===== config.mk =====
export PLATFORM = sky130hd
export DESIGN_NAME = reg16_shift_out
export DESIGN_NICKNAME = d
export VERILOG_FILES = /design/src/rtl/reg16_pkg.sv /design/src/rtl/reg16_shift_out_bit_timer.sv /design/src/rtl/reg16_shift_out.sv
export SDC_FILE = /design/constraint.sdc
export NUM_CORES = 1
export LEC_CHECK = 0
export CAP_MARGIN = 10
export CORE_UTILIZATION = 51
export CTS_CLUSTER_DIAMETER = 200
export CTS_CLUSTER_SIZE = 12
export DETAILED_ROUTE_END_ITERATION = 7
export PLACE_DENSITY = 0.78
export RECOVER_POWER = 100
export REMOVE_ABC_BUFFERS = 1
export SYNTH_ARGS = -nofsm -noshare
export SYNTH_HDL_FRONTEND = slang
export SYNTH_SLANG_ARGS = --single-unit

===== constraint.sdc =====
create_clock -name clk -period 2.05 [get_ports clk]
set_input_delay 0.3075 -clock clk [delete_from_list [all_inputs] [get_ports clk]]
set_output_delay 0.3075 -clock clk [all_outputs]
set_load 0.03 [all_outputs]

===== src/rtl/reg16_pkg.sv =====
// Shared types and helpers for the 16-bit register serial read-out path.
// Optional parity bit is enabled in reg16_shift_out by `define REG16_SHIFT_OUT_PARITY_EN.
package reg16_pkg;

    localparam int DEFAULT_WIDTH = 16;
    localparam int DEFAULT_DIV   = 4;

    typedef enum logic [1:0] {
        IDLE  = 2'd0,
        SHIFT = 2'd1,
        PAR   = 2'd2,
        GAP   = 2'd3
    } state_t;

    function automatic int clog2(input int value);
        int result;
        int rem;
        result = 0;
        rem    = value - 1;
        while (rem > 0) begin
            result = result + 1;
            rem    = rem >> 1;
        end
        return result;
    endfunction

    // A counter needs at least one bit even when it only ever holds 0.
    function automatic int cnt_width(input int depth);
        return (depth > 1) ? clog2(depth) : 1;
    endfunction

endpackage


===== src/rtl/reg16_shift_out_bit_timer.sv =====
// Per-bit cycle counter: counts 0..DIV-1 and reports the last cycle of the
// current bit plus first/last decodes of the count the next cycle will hold.
module bit_timer
    import reg16_pkg::*;
#(
    parameter int DIV = DEFAULT_DIV
) (
    input  logic clk,
    input  logic reset,
    input  logic restart,
    output logic last,
    output logic first_next,
    output logic last_next
);

    localparam int CW = cnt_width(DIV);
    localparam logic [CW-1:0] CNT_MAX  = CW'(DIV - 1);
    localparam logic [CW-1:0] CNT_ZERO = {CW{1'b0}};

    logic [CW-1:0] cnt_r;
    logic [CW-1:0] cnt_s;

    assign last       = (cnt_r == CNT_MAX);
    assign first_next = (cnt_s == CNT_ZERO);
    assign last_next  = (cnt_s == CNT_MAX);

    // Next count: wrap at the end of a bit, hold at zero while restarting.
    always_comb begin
        cnt_s = cnt_r;
        if (restart || last) begin
            cnt_s = CNT_ZERO;
        end else begin
            cnt_s = cnt_r + CW'(1);
        end
    end

    // Count register.
    always_ff @(posedge clk) begin
        if (reset) begin
            cnt_r <= CNT_ZERO;
        end else begin
            cnt_r <= cnt_s;
        end
    end

endmodule


===== src/rtl/reg16_shift_out.sv =====
// Parallel-to-serial read-out of a register word, MSB first, DIV clocks per bit.
// `define REG16_SHIFT_OUT_PARITY_EN appends an even-parity bit to each frame.
module reg16_shift_out
    import reg16_pkg::*;
#(
    parameter int WIDTH = DEFAULT_WIDTH,
    parameter int DIV   = DEFAULT_DIV
) (
    input  logic             clk,
    input  logic             reset,
    input  logic [WIDTH-1:0] in_data,
    input  logic             in_valid,
    output logic             in_ready,
    output logic             sdata,
    output logic             sframe,
    output logic             bit_strobe,
    output logic             busy,
    output logic             done
);

    localparam int BW = clog2(WIDTH);
    localparam logic [BW-1:0] LAST_BIT = BW'(WIDTH - 1);

    state_t           state_r;
    state_t           state_s;
    logic [WIDTH-1:0] shreg_r;
    logic [WIDTH-1:0] shreg_s;
    logic [BW-1:0]    bit_r;
    logic [BW-1:0]    bit_s;
`ifdef REG16_SHIFT_OUT_PARITY_EN
    logic             par_r;
    logic             par_s;
`endif

    logic sdata_r;
    logic sframe_r;
    logic bit_strobe_r;
    logic busy_r;
    logic done_r;

    logic accept_s;
    logic restart_s;
    logic last_s;
    logic first_next_s;
    logic last_next_s;
    logic frame_s;
    logic sdata_s;

    assign in_ready   = (state_r == IDLE) && !reset;
    assign accept_s   = in_valid && in_ready;
    assign restart_s  = (state_r == IDLE);

    assign sdata      = sdata_r;
    assign sframe     = sframe_r;
    assign bit_strobe = bit_strobe_r;
    assign busy       = busy_r;
    assign done       = done_r;

    bit_timer #(
        .DIV (DIV)
    ) u_bit_timer (
        .clk        (clk),
        .reset      (reset),
        .restart    (restart_s),
        .last       (last_s),
        .first_next (first_next_s),
        .last_next  (last_next_s)
    );

    // Frame sequencing; the parity accumulator folds in each bit as it leaves.
    always_comb begin
        state_s = state_r;
        shreg_s = shreg_r;
        bit_s   = bit_r;
`ifdef REG16_SHIFT_OUT_PARITY_EN
        par_s   = par_r;
`endif
        case (state_r)
            IDLE: begin
                if (accept_s) begin
                    state_s = SHIFT;
                    shreg_s = in_data;
                    bit_s   = {BW{1'b0}};
`ifdef REG16_SHIFT_OUT_PARITY_EN
                    par_s   = 1'b0;
`endif
                end else begin
                    state_s = IDLE;
                end
            end
            SHIFT: begin
                if (last_s) begin
                    shreg_s = {shreg_r[WIDTH-2:0], 1'b0};
`ifdef REG16_SHIFT_OUT_PARITY_EN
                    par_s   = par_r ^ shreg_r[WIDTH-1];
`endif
                    if (bit_r == LAST_BIT) begin
                        bit_s = {BW{1'b0}};
`ifdef REG16_SHIFT_OUT_PARITY_EN
                        state_s = PAR;
`else
                        state_s = GAP;
`endif
                    end else begin
                        bit_s = bit_r + BW'(1);
                    end
                end else begin
                    state_s = SHIFT;
                end
            end
`ifdef REG16_SHIFT_OUT_PARITY_EN
            PAR: begin
                if (last_s) begin
                    state_s = GAP;
                end else begin
                    state_s = PAR;
                end
            end
`endif
            GAP: begin
                if (last_s) begin
                    state_s = IDLE;
                end else begin
                    state_s = GAP;
                end
            end
            default: begin
                state_s = IDLE;
            end
        endcase
    end

    // Serial line value for the cycle the next state covers.
    always_comb begin
        frame_s = (state_s == SHIFT) || (state_s == PAR);
        case (state_s)
            SHIFT:   sdata_s = shreg_s[WIDTH-1];
`ifdef REG16_SHIFT_OUT_PARITY_EN
            PAR:     sdata_s = par_s;
`endif
            default: sdata_s = 1'b0;
        endcase
    end

    // State, datapath and outputs all register from the next-state view.
    always_ff @(posedge clk) begin
        if (reset) begin
            state_r      <= IDLE;
            shreg_r      <= {WIDTH{1'b0}};
            bit_r        <= {BW{1'b0}};
`ifdef REG16_SHIFT_OUT_PARITY_EN
            par_r        <= 1'b0;
`endif
            sdata_r      <= 1'b0;
            sframe_r     <= 1'b0;
            bit_strobe_r <= 1'b0;
            busy_r       <= 1'b0;
            done_r       <= 1'b0;
        end else begin
            state_r      <= state_s;
            shreg_r      <= shreg_s;
            bit_r        <= bit_s;
`ifdef REG16_SHIFT_OUT_PARITY_EN
            par_r        <= par_s;
`endif
            sdata_r      <= sdata_s;
            sframe_r     <= frame_s;
            bit_strobe_r <= frame_s && first_next_s;
            busy_r       <= (state_s != IDLE);
            done_r       <= (state_s == GAP) && last_next_s;
        end
    end

endmodule


* After elaboration in Yosys (flattened, before gate mapping)
Cells that the tools add are included.
Word-level totals: register bits after elaboration 29, bits of input ports 19, output and inout bits 6, logic and storage cells 49
Cells by class: add/sub/neg operators 2, equality and inequality tests 10, mux-type cells 13, bitwise logic cells 1, reduce and logical (&&, ||, !) cells 13
Operators with widths (count):
- $mux 16 | 2
- $pmux 16 s2 | 1
- $mux 4 | 3
- $eq 2x2->1 const B | 5
- $mux 2 | 4
- $pmux 4 s2 | 1
- $pmux 2 s3 | 1
- $add 4x1->4 const B | 1
- $eq 2x1->1 const B | 2
- $eq 4x4->1 const B | 1
- $logic_and 1x1->1 | 4
- $logic_not 2->1 | 2
- $reduce_bool 2->1 | 2
- $reduce_and 3->1 | 1
- $add 2x1->2 const B | 1
- $logic_or 1x1->1 | 2
- $ne 2x1->1 const B | 1
- $ne 2x2->1 const B | 1
- $reduce_or 2->1 | 1
- $logic_not 1->1 | 1
- $mux 1 | 1
- $not 1->1 | 1

* Logic depth before layout (Yosys ltp)
Gate-level depths: netlist of run 1.
word-level depth 8, mapped depth 8

* Modules after synthesis
From an unflattened synthesis of run 1, not the netlist that was laid out.
Unflattened totals: cells, all modules 144, area, all modules 1295.0 um^2
Modules (own cells, without submodules):
- reg16_shift_out | instances 1, cells an instance 135, area an instance 1202.4 um^2, sequential area each 540.5 um^2
- bit_timer | instances 1, cells an instance 9, area an instance 92.6 um^2, sequential area each 40.0 um^2

* Worst setup path after synthesis of run 1
Ideal clock, no wire load.
kind register -> register, from register u_bit_timer.cnt_r[0], to register bit_strobe_r (netlist: bit_strobe), data arrival time 1.661 ns, data required time 1.930 ns, slack 0.269 ns, cell stages (with the launch flop) 8, path buffers 1, clock period less this slack 1.781 ns, cells stage by stage dfxtp_1 -> ha_1 -> clkbuf_1 -> o21a_1 -> or2_2 -> ha_1 -> nor2b_1 -> o31a_1
On the way: cells in the longest elaborated chain, start to end 6, elaborated cells on any way between the ends 12, those cells by class add/sub: 1; eq/ne: 3; mux: 4; reduce/logical: 4
Ends and longest elaborated chain:
- from (decl) | line reg16_shift_out_bit_timer.sv:20 | logic [CW-1:0] cnt_r;
- from (signal assigned) | line reg16_shift_out_bit_timer.sv:42 | cnt_r <= cnt_s;
- $eq 2x2->1 (*) | line reg16_shift_out_bit_timer.sv:23 | assign last = (cnt_r == CNT_MAX);
- $mux 2, on equally long branches | line reg16_shift_out.sv:121, reg16_shift_out.sv:92
- $pmux 2 s3 (*) | line reg16_shift_out.sv:78 | case (state_r)
- $eq 2x1->1 / $eq 2x2->1 (equally long branches) | line reg16_shift_out.sv:135 | frame_s = (state_s == SHIFT) || (state_s == PAR);
- $logic_or 1x1->1 (*) | line reg16_shift_out.sv:135
- named net frame_s | line reg16_shift_out.sv:46 | logic frame_s;
- $logic_and 1x1->1 (*) | line reg16_shift_out.sv:168 | bit_strobe_r <= frame_s && first_next_s;
- to (signal assigned) | line reg16_shift_out.sv:168
- to (decl) | line reg16_shift_out.sv:37 | logic bit_strobe_r;
Mark *: on every way through the listed nets, which the timed path passes. The rest lies on a longest branch. A chain may end at the register's enable or synchronous reset.

* Final worst setup path of run 1
from input reset, to output in_ready
On the way: cells in the longest elaborated chain, start to end 2
Ends and longest elaborated chain:
- from (decl) | line reg16_shift_out.sv:10 | input logic reset,
- $logic_not 1->1 | line reg16_shift_out.sv:49 | assign in_ready = (state_r == IDLE) && !reset;
- $logic_and 1x1->1 | line reg16_shift_out.sv:49
- to (decl) | line reg16_shift_out.sv:13 | output logic in_ready,
No other way between the ends.

==> impl_results.md, run 1 <==
- Area of the multi-input gates: 755.7 um^2
- WL per Instance: 14.39 um
- Status: finished, final reports clean
- Kind of critical path: in2out
- WP data required: 1740 ps
- Post-synth EDFFs: 0
- Hold slack: 468.5 ps
- Crit path DAT: 1470 ps
- Setup_tns: 0 ps
- Antenna cells: 0
- Final setup vio count: 0
- Register share of total power: 0.539
- Sink Count: 29
- Post-route ant nets: 0
- Hold_buf cts: 0
- Peak per-stage delay on the critical path: 510 ps
- Chip width: 54.79 um
- Yosys Warn Count: 0
- Pins Over Slew Limit: 0
- Worst Path Max Fanout: 28
- GR Util met1: 0.2867
- MaxCap Viol Count: 0
- Rel. slew slack: 0.6328
- CORE AREA: 0.002545 mm^2
- Clock power share: 0.319
- Clock skew: 4.239 ps
- Total GRT Usage: 0.2270
- Most frequent cells in the layout: dfxtp_1, clkdlybuf4s50_1, a22oi_1
- Post-CTS setup buffers: 0
- Site Rows: 18
- GRT met2 Usage: 0.3514
- Synth cell types: 39
- Via count: 1176
- P per Cell Area: 636.5 mW/mm^2
- Crit path launch type: primary input
- CTS Buf Count: 5
- Int Power: 0.0008259 W
- Post-synth ARST share: 0
- Initial Utilization: 0.5585
- CP cell instances: clkdlybuf4s50_1 > clkbuf_4 > nor3_1 > buf_4
- Post-Syn Instances: 145
- Syn-to-layout area delta: 22.27%
- Comb pwr share: 0.142
- GRT Residual Overflow: 0
- First-pass GRT wire length: 4754 um
- CTS tree: done
- Clock latency on the worst-skew pair: 330 ps
- Max rail drop VDD: 0.0006168 V
- Most common cell after layout, fill and taps aside: dfxtp_1
- Sw power: 0.0002804 W
- Vias in the first global route: 1078
- CTS resizes: 0
- Tcrit/Tclk final: 0.8669
- DPL Wire Length: 2000 um
- Register Area: 580.6 um^2
- GR peak layer: met2
- Vias per inst: 5.793
- Clock-pin slew on the worst setup and hold paths: 90 ps
- WL final: 2922 um
- Initial antenna violation count: 0
- Die Area: 0.003002 mm^2
- Pin count of the biggest net entering global routing: 29
- Final Hold Fails: 0
- Fillcell total: 206
- Max Clock Freq: 0.5627 GHz
- Die Y-Extent: 54.79 um
- H-tree levels: 2
- Hold Crit Class: reg2reg
- P_leak: 0.6413 nW
- CTS Root Cell: clkbuf_4
- Seq cells post-synth: 29
- Synth Area per Inst: 9.803 um^2
- Crit-path slowest cell: clkdlybuf4s50_1
- Layout cells sized above 1: 0.2139
- CTS Buffer Depth: 2
- Layout Utilization: 0.6829
- RSZ-0062 raised after global routing: no
- GR Util met3: 0.05833
- Least-Margin Pin Slew: 550.1 ps
- Post-route DRC: 0
- Nets: 197
- 1st-pass router iterations: 6
- # IOs: 25
- CP endpoint kind: output pin
- Main synth FF type: dfxtp_1
- 1st-iter DRT viols: 25
- Mapped cell area: 0.001421 mm^2
- Final Critical Period: 1777 ps
- Net Sw Frac: 0.2535
- Seq/Total Area, Yosys: 0.4085
- Number of buffers inserted by port buffering: 24
- Final GP Congestion: 0.8290
==> power groups by stage <==
stage                     Clock, W  Sequential, W  Combinational (W)
after floorplan                  0       0.000622          0.0000630
after global placement           0       0.000609           0.000155
after detailed placement         0       0.000610           0.000159
after CTS                 0.000360       0.000597           0.000160
after global routing      0.000384       0.000600           0.000172
final                     0.000353       0.000597           0.000157
==> registers in the layout, summed over array words and instances, names as in the netlist <==
name,flops
bit_r,4
sdata,1
done,1
bit_strobe,1
sframe,1
shreg_r,16
state_r,2
busy,1
u_bit_timer.cnt_r,2
==> per-layer routing <==
metal	share of wire	routed length (um)
met5	0	0
met4	0.020	57
met3	0.039	113
met2	0.47	1373
met1	0.47	1377
==> cells in the mapped netlist (4+ instances only) <==
cell type | number | area, um^2
a21oi_2 | 10 | 87.58
nor2_1 | 4 | 15.01
nand3_1 | 10 | 50.05
a22oi_1 | 14 | 105.1
ha_1 | 5 | 62.56
a21oi_1 | 9 | 45.04
dfxtp_1 | 29 | 580.6
nand3_2 | 10 | 100.1
buf_2 | 5 | 25.02
==> worst max-delay path, delay by kind of cell <==
kind	cells	cell delay, ps
buffers and inverters	3	1080
AND/OR/NAND/NOR	1	80
==> kinds of logic (layout without fill, tap and decap cells) <==
group                      Yosys count  in the layout  synth area share
muxes                                2              2           0.01409
DFF                                 29             29            0.4085
adders and majority gates            5              5           0.04401
and+or+nand+nor                     53             53            0.2659
AOI/OAI and AO/OA                   42             42            0.2104
buffers and inverters               14             42           0.05721
==> final timing paths <==
path | startpoint | to | slack [ps] | cells after the start
worst min-delay path | u_bit_timer.cnt_r[0] | u_bit_timer.cnt_r[0] | 470 | 1
worst max register to register | state_r[1] | bit_strobe | 320 | 6
worst min register to register | u_bit_timer.cnt_r[0] | u_bit_timer.cnt_r[0] | 470 | 1
worst max-delay path | reset | in_ready | 270 | 4
==> per-stage QoR <==
stage                     instances  instance area, um^2  power [W]  worst slack, ps
after floorplan                 133                 1348  0.0006848            178.9
after global placement          196                 1690  0.0007636            115.4
after detailed placement        196                 1690  0.0007690            76.53
after CTS                       203                 1745   0.001116            305.1
after global routing            203                 1738   0.001155            167.4
final                           203                 1738   0.001106            272.8
==> cell type report <==
cell class,count,share of cell area
Multi-Input combinational cell,102,0.4348
Sequential cell,29,0.3341
Timing Repair Buffer,33,0.1735
Clock buffer,7,0.03168
Tap cell,30,0.02160
Inverter,2,0.004320
(Power assumes the default switching activity.)
==> inputs of run 2 (changes only) <==
- CTS_CLUSTER_SIZE: 12 -> 8
- RECOVER_POWER: 100 -> 50
- SLEW_MARGIN: unset -> 25
==> run 2 against run 1 <==
Effect of this change: hold slack got worse by 0.52 ps; clock power about the same; design area stayed put; via count is 0.60% higher; die area is the same; critical endpoint unchanged; largest cell class unchanged; largest power group unchanged.
==> impl_results.md, run 2 (synthesis gave the netlist of run 1 again) <==
- Status: finished, final reports clean
- WL final: 2912 um (-0.34%)
- Flip-flop count of the largest register after layout: 16 (unchanged)
- CTS tree: done
- P_leak: 0.6287 nW (-2.0%)
- Hold_buf cts: 0 (unchanged)
- Chip width: 54.79 um (unchanged)
- Least-Margin Pin Slew: 549.9 ps (-0.2007 ps)
- Biggest register: shreg_r
- Clock skew: 3.238 ps (-1.000 ps)
- Post-CTS setup buffers: 0 (unchanged)
- Vias in the first global route: 1078 (unchanged)
- Clock-pin slew on the worst setup and hold paths: 80 ps (about the same)
- Pins Over Slew Limit: 0 (unchanged)
- Pin count of the biggest net entering global routing: 29 (unchanged)
- Setup_tns: 0 ps (unchanged)
- Hold slack: 467.9 ps (-0.5210 ps)
- # IOs: 25 (unchanged)
- Hold Startpoint: u_bit_timer.cnt_r[0]
- Placement Setup Slack: 76.53 ps (unchanged)
- Most common cell after layout, fill and taps aside: dfxtp_1
- Final Critical Period: 1738 ps (-38.89 ps)
- Tcrit/Tclk final: 0.8479 (-0.01897)
- WP data required: 1740 ps (about the same)
- CTS resizes: 0 (unchanged)
- Die Area: 0.003002 mm^2 (unchanged)
- 1st-pass router iterations: 4 (-2)
- CTS Buf Count: 5 (unchanged)
- Number of buffers inserted by port buffering: 24 (unchanged)
- Worst r2r dst: bit_strobe
- Clock latency on the worst-skew pair: 330 ps (about the same)
- Min-Delay Path Depth: 1 (unchanged)
- 1st-iter DRT viols: 25 (unchanged)
- Crit path launch type: primary input
- Final Hold Fails: 0 (unchanged)
- Sink Count: 29 (unchanged)
- Most frequent cells in the layout: dfxtp_1, clkdlybuf4s50_1, a22oi_1
- Worst Path Max Fanout: 28 (unchanged)
- Final GP Congestion: 0.8290 (unchanged)
- Hold Crit Class: reg2reg
- Vias per inst: 5.828 (+0.60%)
- CP endpoint kind: output pin
- Site Rows: 18 (unchanged)
- Post-route setup slack: 311.7 ps (+38.89 ps)
- FF-to-FF setup slack: 320 ps (about the same)
- Max Clock Freq: 0.5753 GHz (+2.2%)
- H-tree levels: 2 (unchanged)
- Syn-to-layout area delta: 22.27% (unchanged)
- MaxCap Viol Count: 0 (unchanged)
- First-pass GRT wire length: 4754 um (unchanged)
- Rel. slew slack: 0.6329 (about the same)
- Antenna cells: 0 (unchanged)
- Total GRT Usage: 0.2270 (unchanged)
- CTS Buffer Depth: 2 (unchanged)
- Max rail drop VDD: 0.0006114 V (-0.87%)
- GRT Residual Overflow: 0 (unchanged)
- CTS Root Cell: clkbuf_4
- Nets: 197 (unchanged)
- WHS Endpoint: u_bit_timer.cnt_r[0]
- Placed Instance Area: 0.001690 mm^2 (unchanged)
- RSZ-0062 raised after global routing: no
- Initial antenna violation count: 0 (unchanged)
- Final setup vio count: 0 (unchanged)
- RR Startpoint: state_r[1]
- Post-route DRC: 0 (unchanged)
- Top flop regs: shreg_r: 16 flops, bit_r: 4 flops
- P per Cell Area: 637.2 mW/mm^2 (about the same)
- Layout cells sized above 1: 0.2139 (unchanged)
- DPL Wire Length: 2000 um (unchanged)
- CORE AREA: 0.002545 mm^2 (unchanged)
- Kind of critical path: in2out
- Initial Utilization: 0.5585 (unchanged)
- Via count: 1183 (+0.60%)
- Crit path DAT: 1430 ps (-40 ps)
- Design Area, Final: 0.001738 mm^2 (unchanged)
- R2R depth: 6 (unchanged)
- Die Y-Extent: 54.79 um (unchanged)
- Post-route ant nets: 0 (unchanged)
- WL per Instance: 14.34 um (-0.34%)
[run 2: power breakdown]
| part | internal (W) | leakage, nW | switching, W | total, W |
|---|---|---|---|---|
| sequential | 0.000586 | 0.237 | 0.0000114 | 0.000597 |
| combinational | 0.0000805 | 0.361 | 0.0000779 | 0.000158 |
| clock | 0.000162 | 0.0314 | 0.000190 | 0.000352 |
[run 2: worst max path at each step]
stage | startpoint | end | slack [ps]
floorplan | u_bit_timer.cnt_r[0] | bit_r[0] | 180
global placement | in_valid | bit_strobe | 120
detailed placement | in_valid | bit_strobe | 80
CTS | reset | in_ready | 310
global route | u_bit_timer.cnt_r[0] | bit_strobe | 170
finish | reset | in_ready | 310
[run 2: cell type report]
class	instances	area, um^2
clock buffer	7	55.05
fill	206	807.0
tap	30	37.54
sequential	29	580.6
inverter	2	7.507
multi-input combinational	102	755.7
timing repair buffer	33	301.5
[run 2: per-layer routing]
layer | share of wire | up-vias | GRT usage
li1 | - | 598 | -
met1 | 0.47 | 553 | 0.2867
met2 | 0.47 | 24 | 0.3514
met3 | 0.035 | 8 | 0.05833
met4 | 0.020 | 0 | 0.1154
met5 | 0 | - | 0
[run 2: worst max-delay path, stage by stage]
cell and delay (ps):
clkdlybuf4s50_1 510, buf_4 340, nor3_1 80, buf_4 190
[run 2: stage by stage]
stage,cells,total power [W],util
final,203,0.001107,0.6829
after detailed placement,196,0.0007690,0.6642
after global routing,203,0.001157,0.6829
after CTS,203,0.001116,0.6858
after floorplan,133,0.0006848,-
after global placement,196,0.0007636,0.6642
